$ cat src/rtl/line_clear_engine.sv
// rtl/line_clear_engine.sv - removes full playfield rows and reports how many were cleared
//
// Ports:
//   clk, reset_n         clock, asynchronous active-low reset
//   go                   one-cycle start request, sampled only when idle
//   busy, done           pass in progress / one-cycle end-of-pass pulse
//   lines_cleared        full rows removed by the last pass, saturating at 7
//   mem_start            row transfer start strobe (with mem_addr, mem_write_enable)
//   mem_write_enable     transfer direction, qualified by mem_start
//   mem_cont             one cell per cycle for COLS cycles after mem_start
//   mem_addr, mem_wdata  row address / write data towards Memory
//   mem_rdata            combinational read data for the current row and column
module line_clear_engine #(
    parameter int ROWS   = 20,
    parameter int COLS   = 10,
    parameter int CELL_W = 3,
    parameter int ADDR_W = 6
) (
    input  logic              clk,
    input  logic              reset_n,
    input  logic              go,
    output logic              busy,
    output logic              done,
    output logic [2:0]        lines_cleared,
    output logic              mem_start,
    output logic              mem_write_enable,
    output logic              mem_cont,
    output logic [ADDR_W-1:0] mem_addr,
    output logic [CELL_W-1:0] mem_wdata,
    input  logic [CELL_W-1:0] mem_rdata
);

    localparam int                PH_W    = $clog2(COLS + 1);
    localparam logic [PH_W-1:0]   LAST_PH = PH_W'(COLS);
    localparam logic [ADDR_W-1:0] BOTTOM  = ADDR_W'(ROWS - 1);

    // SHIFT is split into its read half (row dst-1 into the buffer) and its
    // write half (buffer into row dst).
    typedef enum logic [2:0] {
        S_IDLE,
        S_SCAN,
        S_SHIFT_RD,
        S_SHIFT_WR,
        S_CLEAR_TOP,
        S_DONE
    } state_t;

    state_t state, state_nxt;

    // phase 0 is the start cycle of a row transfer, phases 1..COLS move one cell each
    logic [PH_W-1:0]   phase;
    logic [PH_W-1:0]   col;
    logic [ADDR_W-1:0] scan_row;
    logic [ADDR_W-1:0] dst;
    logic [CELL_W-1:0] line_buf [COLS];
    logic              full;

    logic              xfer;
    logic              wr;
    logic              last;
    logic              row_full;
    logic [ADDR_W-1:0] row_addr;

    assign col  = phase - 1'b1;
    assign last = (phase == LAST_PH);
    // Folds in the final column, which is only on mem_rdata during the last cycle.
    assign row_full = full & (mem_rdata != '0);

    always_ff @(posedge clk or negedge reset_n) begin
        if (!reset_n) begin
            state <= S_IDLE;
        end else begin
            state <= state_nxt;
        end
    end

    always_comb begin
        state_nxt = state;
        xfer      = 1'b0;
        wr        = 1'b0;
        row_addr  = '0;
        case (state)
            S_IDLE: begin
                if (go) begin
                    state_nxt = S_SCAN;
                end
            end
            S_SCAN: begin
                xfer     = 1'b1;
                row_addr = scan_row;
                if (last) begin
                    if (row_full) begin
                        // a full row 0 has nothing above it to shift down
                        state_nxt = (scan_row == '0) ? S_CLEAR_TOP : S_SHIFT_RD;
                    end else begin
                        state_nxt = (scan_row == '0) ? S_DONE : S_SCAN;
                    end
                end
            end
            S_SHIFT_RD: begin
                xfer     = 1'b1;
                row_addr = dst - 1'b1;
                if (last) begin
                    state_nxt = S_SHIFT_WR;
                end
            end
            S_SHIFT_WR: begin
                xfer     = 1'b1;
                wr       = 1'b1;
                row_addr = dst;
                if (last) begin
                    state_nxt = (dst == ADDR_W'(1)) ? S_CLEAR_TOP : S_SHIFT_RD;
                end
            end
            S_CLEAR_TOP: begin
                xfer     = 1'b1;
                wr       = 1'b1;
                row_addr = '0;
                if (last) begin
                    // scan_row is kept so the row that moved into it is rescanned
                    state_nxt = S_SCAN;
                end
            end
            S_DONE: begin
                state_nxt = S_IDLE;
            end
            default: begin
                state_nxt = S_IDLE;
            end
        endcase
    end

    always_comb begin
        busy             = (state != S_IDLE);
        done             = (state == S_DONE);
        mem_start        = xfer && (phase == '0);
        mem_cont         = xfer && (phase != '0);
        mem_write_enable = mem_start && wr;
        mem_addr         = mem_start ? row_addr : '0;
        // CLEAR_TOP writes zeros, so only the shift write sources the buffer
        mem_wdata        = ((state == S_SHIFT_WR) && mem_cont) ? line_buf[col] : '0;
    end

    always_ff @(posedge clk or negedge reset_n) begin
        if (!reset_n) begin
            phase         <= '0;
            scan_row      <= '0;
            dst           <= '0;
            lines_cleared <= '0;
            full          <= 1'b0;
        end else begin
            phase <= (xfer && !last) ? phase + 1'b1 : '0;

            if ((state == S_IDLE) && go) begin
                lines_cleared <= '0;
                scan_row      <= BOTTOM;
            end

            if (state == S_SCAN) begin
                full <= mem_start ? 1'b1 : row_full;
                if (last) begin
                    if (row_full) begin
                        if (lines_cleared != 3'd7) begin
                            lines_cleared <= lines_cleared + 1'b1;
                        end
                        dst <= scan_row;
                    end else if (scan_row != '0) begin
                        scan_row <= scan_row - 1'b1;
                    end
                end
            end

            if ((state == S_SHIFT_WR) && last) begin
                dst <= dst - 1'b1;
            end
        end
    end

    // Line buffer contents are don't-care after reset, so no reset here.
    always_ff @(posedge clk) begin
        if (((state == S_SCAN) || (state == S_SHIFT_RD)) && mem_cont) begin
            line_buf[col] <= mem_rdata;
        end
    end

endmodule

$ cat config.mk
export PLATFORM = sky130hd
export DESIGN_NAME = line_clear_engine
export DESIGN_NICKNAME = d
export VERILOG_FILES = /design/src/rtl/line_clear_engine.sv
export SDC_FILE = /design/constraint.sdc
export NUM_CORES = 1
export LEC_CHECK = 0
export CORE_MARGIN = 4
export CORE_UTILIZATION = 50
export CTS_CLUSTER_DIAMETER = 30
export DETAILED_ROUTE_END_ITERATION = 10
export PLACE_DENSITY = 0.75
export SKIP_LAST_GASP = 1
export SLEW_MARGIN = 20
export SYNTH_ARGS = -nofsm -noshare
export SYNTH_HDL_FRONTEND = slang
export SYNTH_SLANG_ARGS = --single-unit
export TNS_END_PERCENT = 100
$ cat constraint.sdc
create_clock -name clk -period 2.41 [get_ports clk]
set_clock_uncertainty 0.05 [all_clocks]
set_input_delay 0.482 -clock clk [delete_from_list [all_inputs] [get_ports clk]]
set_output_delay 0.482 -clock clk [all_outputs]
set_load 0.005 [all_outputs]
=== Word-level counts from Yosys, hierarchy flattened ===
Memory sizes are Yosys's and may differ from the RTL's.
Index checks and enable logic that the tools add are counted.

* Output and inout bits: 17
* Logic and storage cells: 83
* Memories kept: 1
* Flip-flop bits (word level): 23
* Memory bits (writable): 30
* Bits of input ports: 6

{| class="wikitable"
|+ Memories
! memory !! words !! width !! read ports !! clocked after Yosys merged registers in !! write ports !! RTL line !! RTL
|-
| line_buf || 10 || 3 || 1 || 0 || 1 || 55 || <nowiki>logic [CELL_W-1:0] line_buf [COLS];</nowiki>
|}

* Muxes and demuxes: 33
* Bitwise operators: 1
* Equality and inequality tests: 13
* $add $sub $neg: 5
* Reductions and logical operators: 24

{| class="wikitable"
|+ Operators by type and width
! operator !! count
|-
| 2-to-1 mux 6 bit || 10
|-
| 2-to-1 mux 3 bit || 15
|-
| case mux 6 bit (3 select lines) || 1
|-
| case mux 3 bit (5 select lines) || 1
|-
| subtractor 6 x 1 -> 6 bit, second input constant || 2
|-
| inequality test 2 bit, second input constant || 5
|-
| logical AND 1 bit || 8
|-
| equality test 3 x 2 -> 1 bit, second input constant || 2
|-
| equality test 3 bit, second input constant || 2
|-
| equality test 6 x 1 -> 1 bit, second input constant || 1
|-
| zero test 6 bit || 1
|-
| nonzero test 2 bit || 3
|-
| nonzero test 3 bit || 2
|-
| nonzero test 6 bit || 1
|-
| 2-to-1 mux 1 bit || 5
|-
| AND reduction 5 bit || 1
|-
| adder 4 x 1 -> 4 bit, second input constant || 1
|-
| equality test 4 bit, second input constant || 1
|-
| zero test 4 bit || 1
|-
| 2-to-1 mux 4 bit || 1
|-
| nonzero test 4 bit || 1
|-
| OR reduction 4 bit || 1
|-
| subtractor 4 x 1 -> 4 bit, second input constant || 1
|-
| adder 3 x 1 -> 3 bit, second input constant || 1
|-
| other kinds (8) || 8
|}

=== Logic depth before layout (Yosys ltp) ===
* Word-level depth: 7
* Depth in mapped cells: 9
* Depth with buffers taken out: 6

=== Worst setup path before layout ===
OpenSTA, ideal clock, no wires.

* Path type: register to output
* Start: register phase[0]
* End: output port mem_wdata[0]
* Arrival time: 1974 ps
* Slack: -96 ps
* Path buffers: 2
* Stages on the path, launching flop included: 8
* Data required time: 1878 ps
* Cell sequence: dfrtp_1 > buf_4 > inv_1 > ha_1 > buf_1 > mux4_2 > o22ai_1 > a2111oi_1

* Word-level cells in the longest chain between the ends: 4
* Elaborated cells between the ends (all ways): 6

{| class="wikitable"
|+ Ends and longest elaborated chain
! what !! RTL line !! RTL
|-
| start: declaration || 51 || <nowiki>logic [PH_W-1:0] phase;</nowiki>
|-
| start signal: assignment || 152 || <nowiki>phase <= (xfer && !last) ? phase + 1'b1 : '0;</nowiki>
|-
| parallel branches: the longest is 3 deep, another holds subtractor 4 x 1 -> 4 bit || - ||
|-
| 2-to-1 mux 3 bit * || 141 || <nowiki>mem_wdata = ((state == S_SHIFT_WR) && mem_cont) ? line_buf[col] : '0;</nowiki>
|-
| end: declaration || 29 || <nowiki>output logic [CELL_W-1:0] mem_wdata,</nowiki>
|}

Mark *: on every way between the ends.

=== Worst setup path in the final report ===
Ends and elaborated chain as after synthesis.

==> summary.md <==
| Metric | Value |
|---|---|
| Vias per cell | `approximately 5.9` |
| RSZ-0062 raised after global routing | `yes` |
| Via Count | `2526` |
| Worst setup SP type | `register` |
| Mapped Nets | `slightly below 300` |
| Max Freq | `around 390 MHz` |
| Drt first pass iters | `5` |
| Yosys top cell by area | `edfxtp_1` |
| Share of post-route cells with drive strength above 1 | `around 35%` |
| Clk slew on worst S/H paths | `0.11 ns` |
| GRT overflow | `0` |
| Synth Area per Inst | `between 10 and 15 um2` |
| Synth Register Bits | `53` |
| Hold Path Class | `in2async` |
| Total Wirelength | `approximately 7900 um` |
| Nets | `366` |
| Yosys Warn Count | `0` |
| CTS tree | `done` |
| Number of buffers created by CTS | `5` |
| Status | `complete, but fails checks` |
| Max Cap Viol | `0` |
| CTS Hold Buffers Added | `0` |
| Post-DRT Antenna Nets | `0` |
| Pre-CTS setup slack | `-0.313 ns` |
| Die area | `7330 um2` |
| DRC Markers | `0` |
| # IOs | `23` |
| Final number of hold-violating endpoints | `0` |
| Syn-to-layout area delta | `30.8%` |
| Height of the die | `85.6 um` |
| Final Max Tran Viols | `0` |
| GRT Overall Usage | `22.6%` |
| H-tree levels | `2` |
| Mapped Cells | `between 200 and 300` |
| VDD IR-drop max | `about 320 uV` |
| CTS max path bufs | `2` |
| Finished Core Util | `about two thirds` |
| Worst Max-Slew Pin Slew | `0.359 ns` |
| Largest net degree at the start of global routing | `25` |
| Post-synth EDFFs | `30` |
| Row count | `28` |
| Root Driver | `clkbuf_8` |
| GP Congestion | `roughly 0.9` |
| Avg WL per Cell | `between 15 and 20 um` |
| Crit end category | `output port` |
| Power Total | `between 1500 and 2000 uW` |
| Most common cell in the netlist | `nor2_1` |
| Fraction of registers with async set/reset | `between 40 and 50%` |
| Vias in the first global route | `around 2500` |
| Antenna violations before repair | `0` |
| Final Critical Period | `between 2 and 3 ns` |
| Relative slew slack | `75.4%` |
| Req. time, crit path | `1.88 ns` |
| Main synth FF type | `edfxtp_1` |
| Commonest cells in the netlist | `nor2_1 (41), edfxtp_1 (30), dfrtp_1 (23), nand2_1 (20), o21ai_0 (12)` |
| Critical Path Fanout Max | `9` |
| Num Clock Sinks | `53` |
| Failing checks | `setup timing` |
| Placeable Area | `between 5000 and 6000 um2` |
| Hold_ws | `0.462 ns` |
| Die width | `between 80 and 90 um` |
| Post-DP HPWL | `between 5000 and 6000 um` |
| Antenna Cells | `0` |
| Dominant cells by area after synthesis | `edfxtp_1 (30%), dfrtp_1 (19%), nor2_1 (5.1%)` |
| Critical Path AT | `2.01 ns` |
| Fin worst setup slack | `-0.129 ns` |
| Top-area cell type share of the netlist area | `between 20 and 30%` |
| Tcrit/Tclk final | `105%` |
| Synth unique cells | `between 60 and 70` |
| Initial Util | `around half` |
| # setup viols final | `6` |
| Synth Cell Area | `3010 um2` |
| Lkg Pwr | `0.00163 uW` |
| Sequential area share after synthesis | `49.0%` |
| Skew-Pair Late Insertion Delay | `0.32 ns` |
| Setup TNS | `-0.454 ns` |
| PwrDens | `~400 nW/um2` |
| Fillcell total | `427` |
| PortBufs | `22` |
| Initial detailed-routing violation count | `203` |
| Global-route wire length before repair | `roughly 13000 um` |
| Crit Path Class | `reg2out` |
[layout make-up]
type	count	area, um2	area share [%]
clock buffers	5	68.8	1.75
multi-input cells	201	1600	40.6
flip-flops and latches	53	1480	37.5
well taps	75	93.8	2.38
repair buffers	79	636	16.1
inverters	9	40.0	1.02
clock inverters	3	25.0	0.635
[sequential cells by signal, summed over array words and instances (netlist names)]
register	cells
line_buf	30
full	1
state	3
scan_row	6
dst	6
lines_cleared	3
phase	4
[kinds of logic after synthesis]
| family | after synthesis | synth area share (%) |
|---|---|---|
| buffers and inverters | 22 | 3.12 |
| and+or+nand+nor | 112 | 19.8 |
| AOI/OAI and AO/OA | 58 | 14.3 |
| adders and majority gates | 11 | 4.57 |
| xor gates and xnor gates | 4 | 1.16 |
| DFF | 53 | 49.0 |
| muxes | 16 | 8.02 |
[routing by layer]
metal,GRT usage [%],share of wire (%),vias up
li1,-,-,1178
met1,30.1,43,1230
met2,37.1,50,99
met3,4.03,4.7,19
met4,7.91,2.2,0
met5,0,0,-
[per-stage QoR]
step           area [um2]  instances
2_1_floorplan        3030        276
3_3_place_gp         3610        402
3_5_place_dp         3610        402
4_1_cts              3880        425
5_1_grt              3940        425
6_report             3940        425
[layout by cell type (no fill, tap or decap), drive strengths merged, types with 5 or more instances in the layout]
master,n
nor3,5
edfxtp,30
clkbuf,6
mux2i,5
buf,63
a21oi,8
clkdlybuf4s50,10
a31oi,6
mux4,6
o22ai,5
ha,11
nand3,9
or3,6
dfrtp,23
o21ai,13
inv,9
mux2,5
nand2,20
nor2,41
[timing repair]
item,in CTS,in global routing
resized for setup,56,17
setup endpoints to repair,12,11
endpoints found under the hold margin,0,0
pin swaps,7,10
buffers inserted,15,0
[power breakdown]
group	total [uW]	internal, uW	switching [uW]	leakage, uW
logic	50.1	20.3	29.9	0.00102
registers	968	964	4.21	0.000564
clock network	524	210	313	0.0000447
[critical path: stages (launching register included)]
cell       delay (ns)
dfrtp_2          0.43
buf_4            0.13
buf_6            0.15
mux4_2           0.53
o22ai_1          0.25
a2111oi_4        0.06
buf_2            0.14
[path summary, 6_finish.rpt]
check / cells after the start / startpoint / slack, ns / endpoint
max: 6 / phase[0] / -0.13 / mem_wdata[0]
min: 2 / reset_n / 0.46 / phase[0]
max reg2reg: 14 / dst[1] / -0.05 / state[2]
min reg2reg: 1 / lines_cleared[0] / 0.48 / lines_cleared[0]
max in group asynchronous: 2 / reset_n / 1.60 / dst[2]
min in group clk: 1 / lines_cleared[0] / 0.48 / lines_cleared[0]
(Power assumes the default switching activity.)
